`src/rtl/ub_port_schedule_ctrl.sv`:
```
// Issue controller for one unified-buffer access port.
// Walks a 4-deep rectangular iteration domain (ctrl_vars[3] innermost) after a
// programmable start delay, issuing one point every II cycles while en is high.
module ub_port_schedule_ctrl #(
    parameter int unsigned W     = 16,
    parameter int unsigned EXT0  = 1,
    parameter int unsigned EXT1  = 4,
    parameter int unsigned EXT2  = 32,
    parameter int unsigned EXT3  = 32,
    parameter int unsigned DELAY = 0,
    parameter int unsigned II    = 1
) (
    input  logic              clk,
    input  logic              rst,
    input  logic              flush,
    input  logic              en,
    output logic              port_en,
    output logic [3:0][W-1:0] ctrl_vars,
    output logic              busy,
    output logic              done
);

    localparam int unsigned IiW          = (II > 1) ? $clog2(II) : 1;
    localparam int unsigned DelayLastInt = (DELAY > 0) ? DELAY - 1 : 0;
    localparam logic [15:0] DelayLast    = 16'(DelayLastInt);
    localparam logic [IiW-1:0] IiLast    = IiW'(II - 1);
    // Last value of each loop variable; index 3 is the innermost dimension.
    localparam logic [3:0][W-1:0] ExtLast = {W'(EXT3 - 1), W'(EXT2 - 1),
                                             W'(EXT1 - 1), W'(EXT0 - 1)};

    typedef enum logic [1:0] {
        StIdle,
        StDelay,
        StRun,
        StDone
    } state_e;

    state_e            state_q, state_d;
    logic [15:0]       delay_cnt_q, delay_cnt_d;
    logic [IiW-1:0]    ii_cnt_q, ii_cnt_d;
    logic [3:0][W-1:0] idx_q, idx_d;
    logic              issue;
    logic              carry;

    // Next-state, counter update and issue decode.
    always_comb begin
        state_d     = state_q;
        delay_cnt_d = delay_cnt_q;
        ii_cnt_d    = ii_cnt_q;
        idx_d       = idx_q;
        carry       = 1'b0;
        issue       = (state_q == StRun) && (ii_cnt_q == '0) && en;

        if (flush) begin
            // Restart ignores en so producer/consumer ports stay aligned.
            state_d     = (DELAY > 0) ? StDelay : StRun;
            delay_cnt_d = '0;
            ii_cnt_d    = '0;
            idx_d       = '0;
        end else if (en) begin
            case (state_q)
                StDelay: begin
                    if (delay_cnt_q == DelayLast) begin
                        state_d     = StRun;
                        delay_cnt_d = '0;
                    end else begin
                        delay_cnt_d = delay_cnt_q + 16'd1;
                    end
                end
                StRun: begin
                    ii_cnt_d = (ii_cnt_q == IiLast) ? '0 : ii_cnt_q + IiW'(1);
                    if (issue) begin
                        // Ripple carry from the innermost variable outward.
                        carry = 1'b1;
                        for (int k = 3; k >= 0; k--) begin
                            if (carry) begin
                                if (idx_q[k] == ExtLast[k]) begin
                                    idx_d[k] = '0;
                                end else begin
                                    idx_d[k] = idx_q[k] + W'(1);
                                    carry    = 1'b0;
                                end
                            end
                        end
                        // Carry out of the outermost variable: sweep complete.
                        if (carry) begin
                            state_d = StDone;
                        end
                    end
                end
                default: ;
            endcase
        end
    end

    // State and counter registers with synchronous reset.
    always_ff @(posedge clk) begin
        if (rst) begin
            state_q     <= StIdle;
            delay_cnt_q <= '0;
            ii_cnt_q    <= '0;
            idx_q       <= '0;
        end else begin
            state_q     <= state_d;
            delay_cnt_q <= delay_cnt_d;
            ii_cnt_q    <= ii_cnt_d;
            idx_q       <= idx_d;
        end
    end

    // Port-facing outputs.
    always_comb begin
        port_en   = issue;
        ctrl_vars = idx_q;
        busy      = (state_q == StDelay) || (state_q == StRun);
        done      = (state_q == StDone);
    end

endmodule

```
`config.mk`:
```
export PLATFORM = sky130hd
export DESIGN_NAME = ub_port_schedule_ctrl
export DESIGN_NICKNAME = d
export VERILOG_FILES = /design/src/rtl/ub_port_schedule_ctrl.sv
export SDC_FILE = /design/constraint.sdc
export NUM_CORES = 1
export LEC_CHECK = 0
export CORE_MARGIN = 10
export CORE_UTILIZATION = 59
export CTS_BUF_LIST = sky130_fd_sc_hd__clkbuf_2 sky130_fd_sc_hd__clkbuf_4 sky130_fd_sc_hd__clkbuf_8
export DETAILED_ROUTE_END_ITERATION = 8
export GPL_TIMING_DRIVEN = 0
export PLACE_DENSITY = 0.88
export SLEW_MARGIN = 20
export SYNTH_ARGS = -nofsm -noshare
export SYNTH_HDL_FRONTEND = slang
export SYNTH_SLANG_ARGS = --single-unit
```
`constraint.sdc`:
```
create_clock -name clk -period 5.53 [get_ports clk]
set_input_delay 1.106 -clock clk [delete_from_list [all_inputs] [get_ports clk]]
set_output_delay 1.106 -clock clk [all_outputs]
set_load 0.03 [all_outputs]
```
# == Word level (Yosys, flattened, before mapping) ==
# Cells that the tools add are included.
# word_totals
ff_bits,83
input_bits,4
out_inout_bits,67
wordCells,79
# classes
add_sub_neg,6
n_eq_ne,12
muxes,35
n_bitwise,1
n_reduce_logical,17
# ops
operator,n
$add A16 B1 Y16 const B,5
$mux W16,5
$eq A16 B5 Y1 const B,2
$logic_not A16 Y1,2
$mux W1,24
$eq A16 B2 Y1 const B,1
$reduce_and A4 Y1,3
$mux W2,5
$reduce_and A5 Y1,2
$ne A3 B3 Y1 const B,2
$eq A2 B2 Y1 const B,2
$ne A2 B2 Y1 const B,2
$pmux W2 S2,1
$reduce_and A2 Y1,2
$reduce_bool A2 Y1,2
$ne A3 B2 Y1 const B,1
$reduce_and A3 Y1,1
$reduce_bool A3 Y1,1
$eq A2 B1 Y1 const B,1
$logic_and A1 B1 Y1,2
$ne A2 B1 Y1 const B,1
$reduce_or A2 Y1,1
$add A1 B1 Y1 const B,1
$logic_or A1 B1 Y1,1
$not A1 Y1,1

# == Logic depth before layout (Yosys ltp) ==
# logic_depth
word_depth,27
mapped_depth,10
ltp_nobuf,8

# == Worst setup path before layout ==
# OpenSTA, ideal clock, no wires.
# synth_timing
kind,input to register
from,input port en
to,register idx_q (netlist bit ctrl_vars[11])
setup_ps,71
t_arrival_ps,2831
required_ps,5459
slack_ps,2629
stages,7
n_path_buf,1
cell_sequence,nand2_1 inv_2 nand2_1 or4_1 clkbuf_1 or4_1 a21oi_1
# synth_between
elab_chain_len,2
# synth_rtl
item,line,text
"start, declared",16,"input logic en,"
$logic_and A1 B1 Y1,52,issue = (state_q == StRun) && (ii_cnt_q == '0) && en;
net port_en,17,"output logic port_en,"
$reduce_and A4 Y1 (no line),-,
"end signal, assigned",107,idx_q <= idx_d;
"end, declared",41,"logic [3:0][W-1:0] idx_q, idx_d;"
# The timed path passes the listed nets, and every way through them passes these cells.
# A chain may end at the register's enable or synchronous reset.

# == Final worst setup path ==
# layout_timing
from,input port en
to,output port port_en
# layout_between
elab_chain_len,1
# layout_rtl
item,line
$logic_and A1 B1 Y1,52
"end, declared",17
# No other way between the ends.

==> flow_summary.ini <==
[power_and_ir_drop]
switching_share_pct = 22.0
p_seq_share_pct = 54.0
switchingPower_mw = 0.241
p_total_mw = 1.09
pwr-share-comb_pct = 2.5
cellPowerDensity_nw_per_um2 = 212
intPower_mw = 0.854
cellLeakagePower_nw = 1.60
ir_worst_vdd_mv = 0.147
clockPowerShare_pct = 43.4

[yosys]
synth_top_area_share_pct = 39.7
syn_area_sq_um = 4140
synth_seq_cells = 82
yosysUniqueCellTypes = 41
synthCells = 497
synth_top_cell_by_area = dfxtp_1
async_flop_share_pct = 0
synth-main-ff-cell = dfxtp_1
yosysMostFrequentCell = dfxtp_1
synth_fp_nets = 511
synth_edf_count = 0
yosysSeqAreaShare_pct = 39.7
ys_top_cells_by_count = 82 x dfxtp_1, 71 x nor2_1, 38 x nand2_1
syn_avg_cell_area_sq_um = 8.32
yosys_warnings = 0
yosys-top-cells-area = dfxtp_1 40%, xnor2_1 7.4%, nor2_1 6.4%

[min_path]
hp-start = ctrl_vars[47]
hold_depth = 2
hp-class = flip-flop to flip-flop
hold_path_end = ctrl_vars[47]

[global_routing]
grt_max_degree = 14
overflow = 0
grt_pass1_wl_mm = 19.4
grt_usage_pct = 20.8
grt_pass1_vias = 3982
antenna_found_initial = 0

[run_status]
status = complete, no violations

[timing]
setup_violations = 0
fmax_ghz = 0.254
worst_clock_skew_ns = 0.00916
hold_ws_ns = 0.506
rsz0062_at_grt = false
hold_viol_final = 0
worst_pin_slew_ns = 0.926
fin_crit_sh_pct = 71.3
slew_headroom_pct = 37.7
fin_tns_setup_ns = 0
finalWorstSetupSlack_ns = 1.59
finalMaxSlewViolations = 0
post-route-min-period_ns = 3.94

[route]
drc = 0
wl_per_cell_um = 16.9
route.vias.total = 4160
drt_iter0_drc = 309
drt_wl_total_mm = 11.5
firstDrtPassIters = 5
viasPerCell = 6.14
ant_nets = 0

[setup_path]
reg2regPathDepth = 8
cp_data_arrival_time_ns = 2.84
critPathCaptureType = output port
critPathLaunchType = input port
path_class = input port to output port
cp_max_fo = 10
required_ns = 4.42
rr_startpoint = ctrl_vars[16]
r2r_setup_slack_ns = 2.51
timing.rr.end = ctrl_vars[19]

[cells_and_area]
area_delta_synth_final_pct = 25.0
layout-drive-gt1-share_pct = 4.64
diodes = 0
stdcell_area_sq_um = 5170
fillers = 499
nets = 592

[flow_run]
maxCapViolCount = 0

[placed_design]
hpwl_mm = 8.26
dpl_cell_area_sq_um = 4960
gp_congestion = 0.920
io_buffers = 70
pre_cts_slack_ns = 1.61

[clocking]
cts-buffers-inserted = 9
path_clk_slew_ns = 0.08
cts_resized = 0
clock_sinks = 82
insertion_delay_ns = 0.36
cts_root_buf = clkbuf_8
htreeDepth = 3
clock_path_buffers = 2
cts_setup_buffers = 0
cts_tree = done
ctsHoldBuffers = 0

[floorplan]
dieArea_sq_um = 10800
core_sq_um = 6790
core.rowCount = 30
die_y_um = 104
initial_utilization_pct = 60.9
pin_count = 71
dieWidth_um = 104
==> metal layers <==
layer,share of wire [%],up-vias,global-route usage [%]
met5,0,-,0
met4,1.9,0,7.75
met3,8.3,31,6.01
met2,48,197,33.6
met1,41,1985,25.5
li1,-,1947,-
==> worst max-delay path by stage <==
| stage | startpoint | to | slack, ns |
|---|---|---|---|
| after floorplan | en | ctrl_vars[11] | 2.63 |
| after global placement | en | port_en | 1.64 |
| after detailed placement | en | port_en | 1.61 |
| after CTS | en | port_en | 1.61 |
| after global routing | en | port_en | 1.54 |
| final | en | port_en | 1.59 |
==> through the flow <==
step	std cells	utilization (%)
after floorplan	497	-
final	678	76.1
after global placement	663	73.0
after global routing	678	76.1
after detailed placement	663	73.0
after CTS	678	76.1
==> logic make-up after synthesis <==
family,after synthesis,share of synthesized area (%)
DFF,82,39.7
muxes,1,0.242
AOI/OAI and AO/OA,45,6.78
adders and majority gates,10,3.02
and+or+nand+nor,269,35.0
xor gates and xnor gates,57,12.1
buffers and inverters,33,3.18
==> flip-flops by register name (all words and copies together), names as in the netlist <==
name / flops
delay_cnt_q: 16
state_q: 2
ctrl_vars: 64
==> area by class of cell <==
type                       instances  area, sq um  share of cell area (%)
clock buffer                      10          131                    2.54
inverter                          12         45.0                   0.871
multi-input combinational        382         2360                    45.7
buffer                            21         86.3                    1.67
timing repair buffer              70          701                    13.6
tap                               96          120                    2.32
sequential                        82         1640                    31.8
clock inverter                     5         80.1                    1.55
==> critical path, cell delays in order <==
cell and delay, ns:
clkdlybuf4s50_1 0.60, nand2_1 0.20, inv_2 0.21, clkdlybuf4s50_1 0.71
==> power by group through the flow <==
stage / clock network (mW) / registers (mW) / logic [mW]
5_1_grt: 0.497 / 0.592 / 0.0299
6_report: 0.476 / 0.592 / 0.0277
4_1_cts: 0.473 / 0.592 / 0.0273
2_1_floorplan: 0 / 0.606 / 0.0153
3_3_place_gp: 0 / 0.605 / 0.0264
3_5_place_dp: 0 / 0.606 / 0.0271
==> cell usage in the layout (no fill, tap or decap), types with 3 or more instances in the layout <==
cell / netlist / layout
or4_1: 8 / 8
inv_1: 11 / 11
nand3_1: 30 / 30
nor4_1: 29 / 29
o31ai_1: 4 / 4
nor2_1: 71 / 71
clkdlybuf4s50_1: 0 / 70
dfxtp_1: 82 / 82
or2_2: 3 / 3
xor2_1: 22 / 22
nand2_1: 38 / 38
xnor2_1: 35 / 35
a21oi_1: 16 / 16
ha_1: 10 / 10
clkbuf_1: 18 / 18
nor4b_1: 5 / 5
a32o_1: 4 / 4
o21ai_0: 10 / 10
or3_1: 6 / 6
and3_1: 13 / 13
o211ai_1: 3 / 3
nor3_1: 16 / 16
and4_1: 9 / 9
and2_1: 7 / 7
clkbuf_8: 0 / 9
nand4_1: 26 / 26
No activity file was read; power rests on OpenSTA's default activity.
